`src/rtl/wb_gpio_core.sv`:
```
// wb_gpio_core: GPIO register block behind the Wishbone subordinate interface.
// It holds the output, direction and edge-enable registers, synchronises the pin
// inputs, and emits one-cycle per-pin edge pulses toward the sticky IRQ register.
// Optional input debounce is compiled in when GPIO_DEBOUNCE_EN is defined.
// Register port handshake: every read or write strobe is acknowledged in the same
// cycle (o_ip_ack = read_en | write_en) and the core never stalls.
module wb_gpio_core #(
    parameter int WB_DATA_WIDTH             = 32,
    parameter int WB_REGISTER_ADDRESS_WIDTH = 16,
    parameter int GPIO_WIDTH                = 32,
    parameter int SYNC_STAGES               = 2,
    parameter int DEBOUNCE_CYCLES           = 16
) (
    input  logic                                 i_wb_clk,
    input  logic                                 i_wb_rst,
    input  logic [WB_REGISTER_ADDRESS_WIDTH-1:0] i_ip_address,
    output logic [WB_DATA_WIDTH-1:0]             o_ip_rdata,
    input  logic [WB_DATA_WIDTH-1:0]             i_ip_wdata,
    input  logic                                 i_ip_read_en,
    input  logic                                 i_ip_write_en,
    output logic                                 o_ip_ack,
    output logic                                 o_ip_stall,
    input  logic [WB_DATA_WIDTH-1:0]             i_ip_control,
    output logic [WB_DATA_WIDTH-1:0]             o_ip_status,
    output logic [WB_DATA_WIDTH-1:0]             o_ip_irq,
    input  logic [GPIO_WIDTH-1:0]                i_gpio,
    output logic [GPIO_WIDTH-1:0]                o_gpio,
    output logic [GPIO_WIDTH-1:0]                o_gpio_oe
);

    localparam int AW = WB_REGISTER_ADDRESS_WIDTH;
    localparam logic [AW-1:0] ADDR_DATA_OUT = AW'('h20);
    localparam logic [AW-1:0] ADDR_DATA_IN  = AW'('h24);
    localparam logic [AW-1:0] ADDR_DIR      = AW'('h28);
    localparam logic [AW-1:0] ADDR_RISE_EN  = AW'('h2C);
    localparam logic [AW-1:0] ADDR_FALL_EN  = AW'('h30);
    localparam logic [AW-1:0] ADDR_SET      = AW'('h34);
    localparam logic [AW-1:0] ADDR_CLR      = AW'('h38);

`ifdef GPIO_DEBOUNCE_EN
    localparam bit DB_PRESENT = 1'b1;
`else
    localparam bit DB_PRESENT = 1'b0;
`endif
    localparam int DB_EXTRA   = DB_PRESENT ? DEBOUNCE_CYCLES : 0;
    // Edge detection stays muted until the reset-time contents have flushed
    // through the input path, so pins already high at reset cannot look like edges.
    localparam int ARM_CYCLES = SYNC_STAGES + 1 + DB_EXTRA;
    localparam int ARM_W      = $clog2(ARM_CYCLES + 1);

    logic [GPIO_WIDTH-1:0]                  data_out;
    logic [GPIO_WIDTH-1:0]                  dir;
    logic [GPIO_WIDTH-1:0]                  rise_en;
    logic [GPIO_WIDTH-1:0]                  fall_en;
    logic [SYNC_STAGES-1:0][GPIO_WIDTH-1:0] sync_q;
    logic [GPIO_WIDTH-1:0]                  synced;
    logic [GPIO_WIDTH-1:0]                  data_in;
    logic [GPIO_WIDTH-1:0]                  prev_q;
    logic [GPIO_WIDTH-1:0]                  irq_q;
    logic [GPIO_WIDTH-1:0]                  edges;
    logic [GPIO_WIDTH-1:0]                  rd_bits;
    logic [ARM_W-1:0]                       arm_cnt;
    logic                                   armed;
    logic                                   core_en;
    logic                                   unused_control_bits;

    assign core_en             = i_ip_control[0];
    assign unused_control_bits = ^i_ip_control[WB_DATA_WIDTH-1:1];
    assign o_ip_ack            = i_ip_read_en | i_ip_write_en;
    assign o_ip_stall          = 1'b0;
    assign o_gpio              = data_out;
    assign o_gpio_oe           = dir & {GPIO_WIDTH{core_en}};
    assign synced              = sync_q[SYNC_STAGES-1];
    assign armed               = (arm_cnt == ARM_W'(ARM_CYCLES));
    assign edges               = (data_in & ~prev_q & rise_en) | (~data_in & prev_q & fall_en);

    // Register writes; SET/CLR modify DATA_OUT and have no storage of their own.
    always_ff @(posedge i_wb_clk or posedge i_wb_rst) begin
        if (i_wb_rst) begin
            data_out <= '0;
            dir      <= '0;
            rise_en  <= '0;
            fall_en  <= '0;
        end else if (i_ip_write_en) begin
            case (i_ip_address)
                ADDR_DATA_OUT: data_out <= i_ip_wdata[GPIO_WIDTH-1:0];
                ADDR_DIR:      dir      <= i_ip_wdata[GPIO_WIDTH-1:0];
                ADDR_RISE_EN:  rise_en  <= i_ip_wdata[GPIO_WIDTH-1:0];
                ADDR_FALL_EN:  fall_en  <= i_ip_wdata[GPIO_WIDTH-1:0];
                ADDR_SET:      data_out <= data_out | i_ip_wdata[GPIO_WIDTH-1:0];
                ADDR_CLR:      data_out <= data_out & ~i_ip_wdata[GPIO_WIDTH-1:0];
                default:       ;
            endcase
        end
    end

    // Combinational read decode; write-only and unmapped offsets read as zero.
    always_comb begin
        rd_bits = '0;
        case (i_ip_address)
            ADDR_DATA_OUT: rd_bits = data_out;
            ADDR_DATA_IN:  rd_bits = data_in;
            ADDR_DIR:      rd_bits = dir;
            ADDR_RISE_EN:  rd_bits = rise_en;
            ADDR_FALL_EN:  rd_bits = fall_en;
            default:       rd_bits = '0;
        endcase
        o_ip_rdata = '0;
        o_ip_rdata[GPIO_WIDTH-1:0] = rd_bits;
    end

    // Multi-flop synchroniser for the asynchronous pin inputs.
    always_ff @(posedge i_wb_clk or posedge i_wb_rst) begin
        if (i_wb_rst) begin
            sync_q <= '0;
        end else begin
            sync_q[0] <= i_gpio;
            for (int s = 1; s < SYNC_STAGES; s++) begin
                sync_q[s] <= sync_q[s-1];
            end
        end
    end

`ifdef GPIO_DEBOUNCE_EN
    localparam int DB_W = $clog2(DEBOUNCE_CYCLES + 1);
    logic [GPIO_WIDTH-1:0][DB_W-1:0] db_cnt;
    logic [GPIO_WIDTH-1:0]           cond_q;

    // Per-pin debounce: accept a new level only after it has persisted long enough.
    always_ff @(posedge i_wb_clk or posedge i_wb_rst) begin
        if (i_wb_rst) begin
            db_cnt <= '0;
            cond_q <= '0;
        end else begin
            for (int p = 0; p < GPIO_WIDTH; p++) begin
                if (synced[p] != cond_q[p]) begin
                    if (db_cnt[p] == DB_W'(DEBOUNCE_CYCLES - 1)) begin
                        cond_q[p] <= synced[p];
                        db_cnt[p] <= '0;
                    end else begin
                        db_cnt[p] <= db_cnt[p] + DB_W'(1);
                    end
                end else begin
                    db_cnt[p] <= '0;
                end
            end
        end
    end

    assign data_in = cond_q;
`else
    assign data_in = synced;
`endif

    // Arm counter saturates once the input path holds real pin data.
    always_ff @(posedge i_wb_clk or posedge i_wb_rst) begin
        if (i_wb_rst) begin
            arm_cnt <= '0;
        end else if (!armed) begin
            arm_cnt <= arm_cnt + ARM_W'(1);
        end
    end

    // Edge history always tracks; pulses are dropped while disabled or not yet armed.
    always_ff @(posedge i_wb_clk or posedge i_wb_rst) begin
        if (i_wb_rst) begin
            prev_q <= '0;
            irq_q  <= '0;
        end else begin
            prev_q <= data_in;
            irq_q  <= edges & {GPIO_WIDTH{core_en & armed}};
        end
    end

    // Widen the pin-level pulses and status flags onto the data-width buses.
    always_comb begin
        o_ip_irq = '0;
        o_ip_irq[GPIO_WIDTH-1:0] = irq_q;
        o_ip_status    = '0;
        o_ip_status[0] = core_en;
        o_ip_status[1] = armed;
        o_ip_status[2] = DB_PRESENT;
    end

endmodule

```
`config.mk`:
```
export PLATFORM = sky130hd
export DESIGN_NAME = wb_gpio_core
export DESIGN_NICKNAME = d
export VERILOG_FILES = /design/src/rtl/wb_gpio_core.sv
export SDC_FILE = /design/constraint.sdc
export NUM_CORES = 1
export LEC_CHECK = 0
export ABC_AREA = 1
export CAP_MARGIN = 20
export CELL_PAD_IN_SITES_DETAIL_PLACEMENT = 0
export CELL_PAD_IN_SITES_GLOBAL_PLACEMENT = 2
export CORE_ASPECT_RATIO = 1.75
export CORE_UTILIZATION = 31
export CTS_CLUSTER_DIAMETER = 120
export CTS_CLUSTER_SIZE = 10
export DETAILED_ROUTE_END_ITERATION = 10
export PLACE_DENSITY = 0.83
export SETUP_SLACK_MARGIN = 0.5
export SLEW_MARGIN = 20
export SYNTH_ARGS = -nofsm -noshare
export SYNTH_HDL_FRONTEND = slang
export SYNTH_SLANG_ARGS = --single-unit
```
`constraint.sdc`:
```
create_clock -name i_wb_clk -period 18.4 [get_ports i_wb_clk]
set_clock_uncertainty 0.05 [all_clocks]
set_input_delay 3.68 -clock i_wb_clk [delete_from_list [all_inputs] [get_ports i_wb_clk]]
set_output_delay 3.68 -clock i_wb_clk [all_outputs]
set_load 0.01 [all_outputs]
```
Yosys cells after proc, flatten, opt, wreduce, memory -nomap -nowiden
Cells that the tools add are included.
{ "word_totals": {"reg_bits": 258, "in_bits": 116, "out_inout_bits": 162, "word_cells": 39} }
{ "classes": {"addsub": 1, "n_eq_ne": 8, "mux": 2, "n_bitwise": 14, "n_reduce_logical": 5} }
{ "op_table": {"columns": ["op", "count"], "rows": [
  ["32-bit bitwise AND", 7],
  ["32-bit case mux with 5 select lines", 1],
  ["16-bit by 6-bit equality test with 1-bit output, second input constant", 7],
  ["32-bit NOT", 3],
  ["32-bit case mux with 3 select lines", 1],
  ["32-bit OR", 2],
  ["2-bit AND reduction", 4],
  ["3-bit nonzero test", 1],
  ["2-bit by 1-bit adder with 2-bit output, second input constant", 1],
  ["2-bit equality test, second input constant", 1],
  ["1-bit bitwise AND", 1],
  ["1-bit OR", 1]
]} }

Longest topological paths before layout
Gate-level depths: netlist (run 1).
{ "logic_depth": {"word_depth": 5, "mapped_depth": 11, "ltp_nobuf": 9} }

Worst setup path after synthesis (run 1)
Ideal clock, no wire load.
{ "synth_timing": {"path_type": "in2out", "from": "input i_ip_address[15]", "to": "output o_ip_rdata[16]", "t_arrival_ns": 4.790, "required_time_ns": 14.670, "setup_slack_ns": 9.880, "cell_stages": 8, "path_buffers": 1, "cell_sequence": "nor2_1 -> nand2_1 -> nor2_8 -> clkbuf_1 -> nand4_1 -> nand3_1 -> nor2_1 -> nor2_1"} }
{ "synth_between": {"elab_chain_len": 2, "word_cells_on_any_way": 6, "cone_classes": "5 x eq/ne; 1 x mux"} }
{ "synth_lines": {"columns": ["item", "line_no", "rtl"], "rows": [
  ["start, declared", "16", "input logic [WB_REGISTER_ADDRESS_WIDTH-1:0] i_ip_address,"],
  ["16-bit by 6-bit equality test with 1-bit output", "100", "case (i_ip_address)"],
  ["32-bit case mux with 5 select lines (*)", "100", null],
  ["end, declared", "17", "output logic [WB_DATA_WIDTH-1:0] o_ip_rdata,"]
]} }
Every way passes the cells marked *; elsewhere a longest branch is shown, timed or not.

Worst setup path after layout (run 1)
Same ends and word-level chain as after synthesis.

==> reports/results.ini, run 1 <==
[status]
status = completed

[cts]
cts-hold-fix-buffers = 0
post-cts-setup-buffers = 0
path_clk_slew_ns = 0.07
cts_resized = 0
cts_tree = yes
numCtsBuffers = 29
cts.sinks = 258
h-tree-depth = 1
clockBufferDepth = 3
root_buffer = clkbuf_16
insertion_delay_ns = 0.56

[job]
drv_cap = 0

[die]
die_h_um = 255
start_util = 0.314
core_area_um2 = 36000
die_w_um = 146
die-area_um2 = 37300
fp-row-count = 92
ios = 278

[global_routing]
antenna_found_initial = 1
grt_usage = 0.194
grt-ovfl-total = 0
grt_pass1_wl_um = 54800
grt_max_degree = 136
grt_pass1_vias = 9013

[route]
antenna_left = 0
vias_per_cell = 4.75
drt_iter0_markers = 495
avgRoutedWirePerCell_um = 18.4
drt-total-wl_um = 35800
drc = 0
dr.pass1.iters = 4
num_vias = 9276

[power]
cellPowerDensity_nw_per_um2 = 80.1
power_uw = 1160
ir_drop_uv = 59.9
power_leakage_uw = 0.00671

[logic_synthesis]
async_reset_ff_frac = 1.00
synth_flop_cell = dfrtp_1
synth_edf_count = 0
syn_area_per_cell_um2 = 8.73
synth-seq-cells = 258
syn_inst = 1296
ys_types = 31
ys_seq_area_frac = 0.571
synth_top_family_by_area = simple AND/OR/NAND/NOR gates
synthAdderAreaFrac = 0.00111
synth-compound-area-share = 0.0921
yosys_warnings = 0
synth_area_um2 = 11300
synth-simple-area-share = 0.229
synth_xor_xnor_area_share = 0.000774
synthMuxAreaShare = 0.000995

[layout]
finalNonFillerCells = 1951
drive_above_1_share = 0.0453
fin_nets = 1597
fill_cells = 3634
area_growth_pct = 27.7

[placement]
place.gp.congestion = 0.755
place_ws_ns = 7.26
hpwlAfterDp_um = 21600
dp.cells = 1918
io_buffers = 215

[critical_path]
cp-end-kind = output port
crit_path_start_kind = input port
r2r-start = arm_cnt[0]
path_class = in2out
r2r_cells = 4
timing.rr.end = o_ip_irq[1]
cp.arrival_ns = 7.40
cp_max_fo = 64
crit_required_ns = 14.67
startpoint = i_ip_address[15]
reg2reg_slack_ns = 16.74
critPathCapture = o_ip_rdata[16]

[timing]
fin_ws_ns = 7.27
worstMarginPinSlew_ns = 1.08
finalHoldViolations = 0
drv_slew = 0
slew_headroom = 0.276
rsz0062_at_grt = false
finalCritPeriodShare = 0.605
finalSetupViolations = 0
fmax_ghz = 0.0899
setup_tns_ns = 0
period_minus_slack_ns = 11.13

[min_path]
hp-class = reg2reg

[cell families after synthesis]
family | count (synthesis)
multiplexers | 1
buffers and inverters | 259
XOR/XNOR | 1
other | 1
adder cells (fa/ha/maj) | 1
AO/OA/AOI/OAI | 192
flip-flops | 258
AND/OR/NAND/NOR | 583
[cell usage after synthesis, types with 3 or more instances]
master | instances | area, µm²
nor3_1 | 4 | 20.0
o21a_1 | 3 | 22.5
a211oi_1 | 28 | 210
nand2_1 | 364 | 1370
nor2_4 | 3 | 33.8
buf_4 | 47 | 353
dfrtp_1 | 258 | 6460
nand3b_1 | 4 | 30.0
nand2_2 | 3 | 18.8
nand3_1 | 42 | 210
nand4_1 | 88 | 551
buf_1 | 4 | 15.0
o21ai_0 | 56 | 280
nor2_1 | 67 | 251
clkbuf_1 | 27 | 101
o21ai_1 | 72 | 360
inv_1 | 154 | 578
buf_2 | 24 | 120
a21oi_1 | 32 | 160
[area by class of cell]
cell class | count | area [µm²] | share of cell area
Multi-Input combinational cell | 809 | 3810 | 0.264
Inverter | 156 | 593 | 0.0410
Clock inverter | 1 | 8.76 | 0.000606
Clock buffer | 30 | 739 | 0.0512
Timing Repair Buffer | 226 | 2250 | 0.156
Sequential cell | 258 | 6460 | 0.447
Antenna cell | 1 | 2.50 | 0.000173
Tap cell | 470 | 588 | 0.0407
[where the power goes]
group / internal (µW) / total, µW / switching [µW]
clock network: 280 / 504 / 224
logic: 25.3 / 66.0 / 40.7
registers: 581 / 588 / 6.88
total: 886 / 1160 / 272
[placed cells by master (no fill, tap or decap), types with 31 or more instances in the layout]
master	instances
a21oi_1	32
clkdlybuf4s50_1	213
conb_1	31
dfrtp_1	258
inv_1	153
nand2_1	363
nand3_1	40
nand4_1	88
nor2_1	66
o21ai_0	56
o21ai_1	72
[state kept, by name, indices dropped and copies added, names as in the netlist]
signal	count
prev_q	32
arm_cnt	2
dir	32
sync_q	32
rise_en	32
o_ip_irq	32
data_in	32
o_gpio	32
fall_en	32
[critical path, cell delays in order]
cell	delay, ns
clkdlybuf4s50_1	0.39
nor2_1	0.10
nand2_1	0.13
nor2_8	0.12
buf_4	0.68
nand3_2	0.92
o21ai_0	0.44
nor2_1	0.11
nor2_1	0.16
clkdlybuf4s50_1	0.60
[worst min-delay path by stage]
stage / start / end / slack, ns / cells after the start
after floorplan: sync_q[0] / data_in[0] / 0.28 / 0
after global placement: sync_q[27] / data_in[27] / 0.28 / 0
after detailed placement: sync_q[7] / data_in[7] / 0.28 / 0
after global routing: sync_q[3] / data_in[3] / 0.30 / 0
after CTS: sync_q[7] / data_in[7] / 0.30 / 0
final: sync_q[6] / data_in[6] / 0.29 / 0
[routing by layer]
metal  vias up  track usage  share of wire
li1       4453            -              -
met1      4468        0.241           0.41
met2       291        0.343           0.51
met3        64       0.0227          0.043
met4         0       0.0777          0.032
met5         -            0              0
[per-stage QoR]
step | hold WS, ns | util | area (µm²)
3_3_place_gp | 0.283 | 0.379 | 13700
6_report | 0.290 | 0.401 | 14500
4_1_cts | 0.296 | 0.400 | 14400
3_5_place_dp | 0.285 | 0.379 | 13700
2_1_floorplan | 0.281 | - | 11400
5_1_grt | 0.301 | 0.401 | 14500
Power figures use the tool's default switching activity.
==> inputs of run 2 (changes only) <==
--- a/config.mk
+++ b/config.mk
@@ -10,11 +10,11 @@
 export CELL_PAD_IN_SITES_DETAIL_PLACEMENT = 0
 export CELL_PAD_IN_SITES_GLOBAL_PLACEMENT = 2
 export CORE_ASPECT_RATIO = 1.75
-export CORE_UTILIZATION = 31
+export CORE_UTILIZATION = 29
 export CTS_CLUSTER_DIAMETER = 120
 export CTS_CLUSTER_SIZE = 10
 export DETAILED_ROUTE_END_ITERATION = 10
-export PLACE_DENSITY = 0.83
+export PLACE_DENSITY = 0.79
 export SETUP_SLACK_MARGIN = 0.5
 export SLEW_MARGIN = 20
 export SYNTH_ARGS = -nofsm -noshare
==> constraint.sdc (replaced) <==
create_clock -name i_wb_clk -period 11.4 [get_ports i_wb_clk]
set_clock_uncertainty 0.05 [all_clocks]
set_input_delay 2.28 -clock i_wb_clk [delete_from_list [all_inputs] [get_ports i_wb_clk]]
set_output_delay 2.28 -clock i_wb_clk [all_outputs]
set_load 0.01 [all_outputs]
==> run 2 against run 1 <==
Sequential share of layout area fell by 0.089 points. Critical endpoint is now o_ip_rdata[4]. Final cell count rose by 0.82%. Clock-buffer cell count did not move.
==> reports/results.ini, run 2 (same netlist as run 1, synthesis figures left out) <==
[layout]
fill_cells = 3894
area_growth_pct = 28.0
final_cell_mix = nand2_1, dfrtp_1, clkdlybuf4s50_1
fin_nets = 1596
drive_above_1_share = 0.0446
fin_area_um2 = 14500
multi_input_area_um2 = 3810
final_common_cell = nand2_1
seqCellArea_um2 = 6460

[critical_path]
critical-path-top-delay-family = simple AND/OR/NAND/NOR gates
r2r_cells = 4
path_cells = clkdlybuf4s50_1, nor2_1, nand2_1, nor2_8, nand3_2, o21ai_0, nor2_1, nor2_1, clkdlybuf4s50_1
crit_buf_inv = 2
cp_max_fo = 64
path_class = in2out
crit_required_ns = 9.07
reg2reg_slack_ns = 9.72
r2r-start = arm_cnt[0]
crit_path_start_kind = input port
cpMostUsedCell = nor2_1
cp_slowest_cell = nand3_2
cp.arrival_ns = 6.15
critPathMaxStageDelay_ns = 1.08
cp-end-kind = output port
timing.rr.end = o_ip_irq[5]

[route]
drt-total-wl_um = 36700
num_vias = 9247
avgRoutedWirePerCell_um = 18.6
antenna_left = 0
drc = 0
dr.pass1.iters = 5
vias_per_cell = 4.70
drt_iter0_markers = 401

[power]
pwr-share-comb = 0.058
p_switching_uw = 442
swShare = 0.236
ir_drop_uv = 86.1
power_leakage_uw = 0.00671
clock_power_share = 0.435
p_seq_frac = 0.507
cellPowerDensity_nw_per_um2 = 129
p_int_uw = 1430

[cts]
clockBufferDepth = 3
cts_tree = yes
numCtsBuffers = 29
cts.sinks = 258
cts_resized = 0
cts-hold-fix-buffers = 0
h-tree-depth = 1
insertion_delay_ns = 0.56
post-cts-setup-buffers = 0
root_buffer = clkbuf_16
path_clk_slew_ns = 0.06

[global_routing]
grt_pass1_vias = 9243
gr-usage-met3 = 0.0198
grt_max_degree = 126
use_met1 = 0.237
grt_pass1_wl_um = 56100
grt-ovfl-total = 0
grt_most_used_layer = met2
antenna_found_initial = 3
gr-usage-met2 = 0.325
grt_usage = 0.188

[job]
drv_cap = 0

[placement]
place.gp.congestion = 0.766
io_buffers = 215
hpwlAfterDp_um = 22200
placed_cell_area_um2 = 13700

[die]
die_h_um = 263
ios = 278
start_util = 0.295
die_w_um = 151
fp-row-count = 95
die-area_um2 = 39800
core_area_um2 = 38400

[min_path]
min_path_cells = 0
hp-start = sync_q[12]
holdPathEnd = data_in[12]
hp-class = reg2reg

[status]
status = completed

[timing]
slew_headroom = 0.265
drv_slew = 0
period_minus_slack_ns = 8.48
worstMarginPinSlew_ns = 1.10
finalSetupViolations = 0
finalHoldViolations = 0
setup_tns_ns = 0
finalCritPeriodShare = 0.744
rsz0062_at_grt = false
fmax_ghz = 0.118

## run 2: changes by cell type in the layout (fill, tap and decap cells not counted), sizes merged
cell / change
buf: -1
diode: +2
## run 2: how the worst max path moves through the flow
stage	cells after the start	slack, ns	startpoint	to
floorplan	1	1.97	i_wb_rst	arm_cnt[0]
global placement	9	2.77	i_ip_address[13]	o_ip_rdata[4]
detailed placement	9	2.81	i_ip_address[15]	o_ip_rdata[4]
CTS	9	2.80	i_ip_address[15]	o_ip_rdata[4]
global route	8	2.54	i_ip_address[13]	o_ip_rdata[29]
finish	9	2.92	i_ip_address[15]	o_ip_rdata[4]
## run 2: final cells by class
cell class	count	share of cell area
antenna	3	0.000518
inverter	156	0.0410
tap	485	0.0419
multi-input combinational	809	0.263
clock inverter	1	0.000605
timing repair buffer	225	0.156
clock buffer	30	0.0511
sequential	258	0.446
## run 2: stage by stage
stage	cells	power (µW)	hold slack [ns]	util	setup WS (ns)
after floorplan	1326	1020	0.281	-	1.97
after global placement	1931	1070	0.284	0.356	2.77
after detailed placement	1932	1080	0.285	0.357	2.81
after CTS	1963	1900	0.290	0.376	2.80
after global routing	1967	1940	0.293	0.377	2.54
final	1967	1870	0.282	0.377	2.92
## run 2: routing by layer
metal  vias up  wire length, µm
li1       4459                -
met1      4433            15200
met2       300            18700
met3        55             1710
met4         0             1110
met5         -                0
## run 2: power groups by stage
stage	combinational (µW)	sequential [µW]	clock (µW)
floorplan	53.2	965	0
global placement	110	964	0
detailed placement	110	965	0
CTS	111	949	841
global route	119	951	871
finish	108	949	815
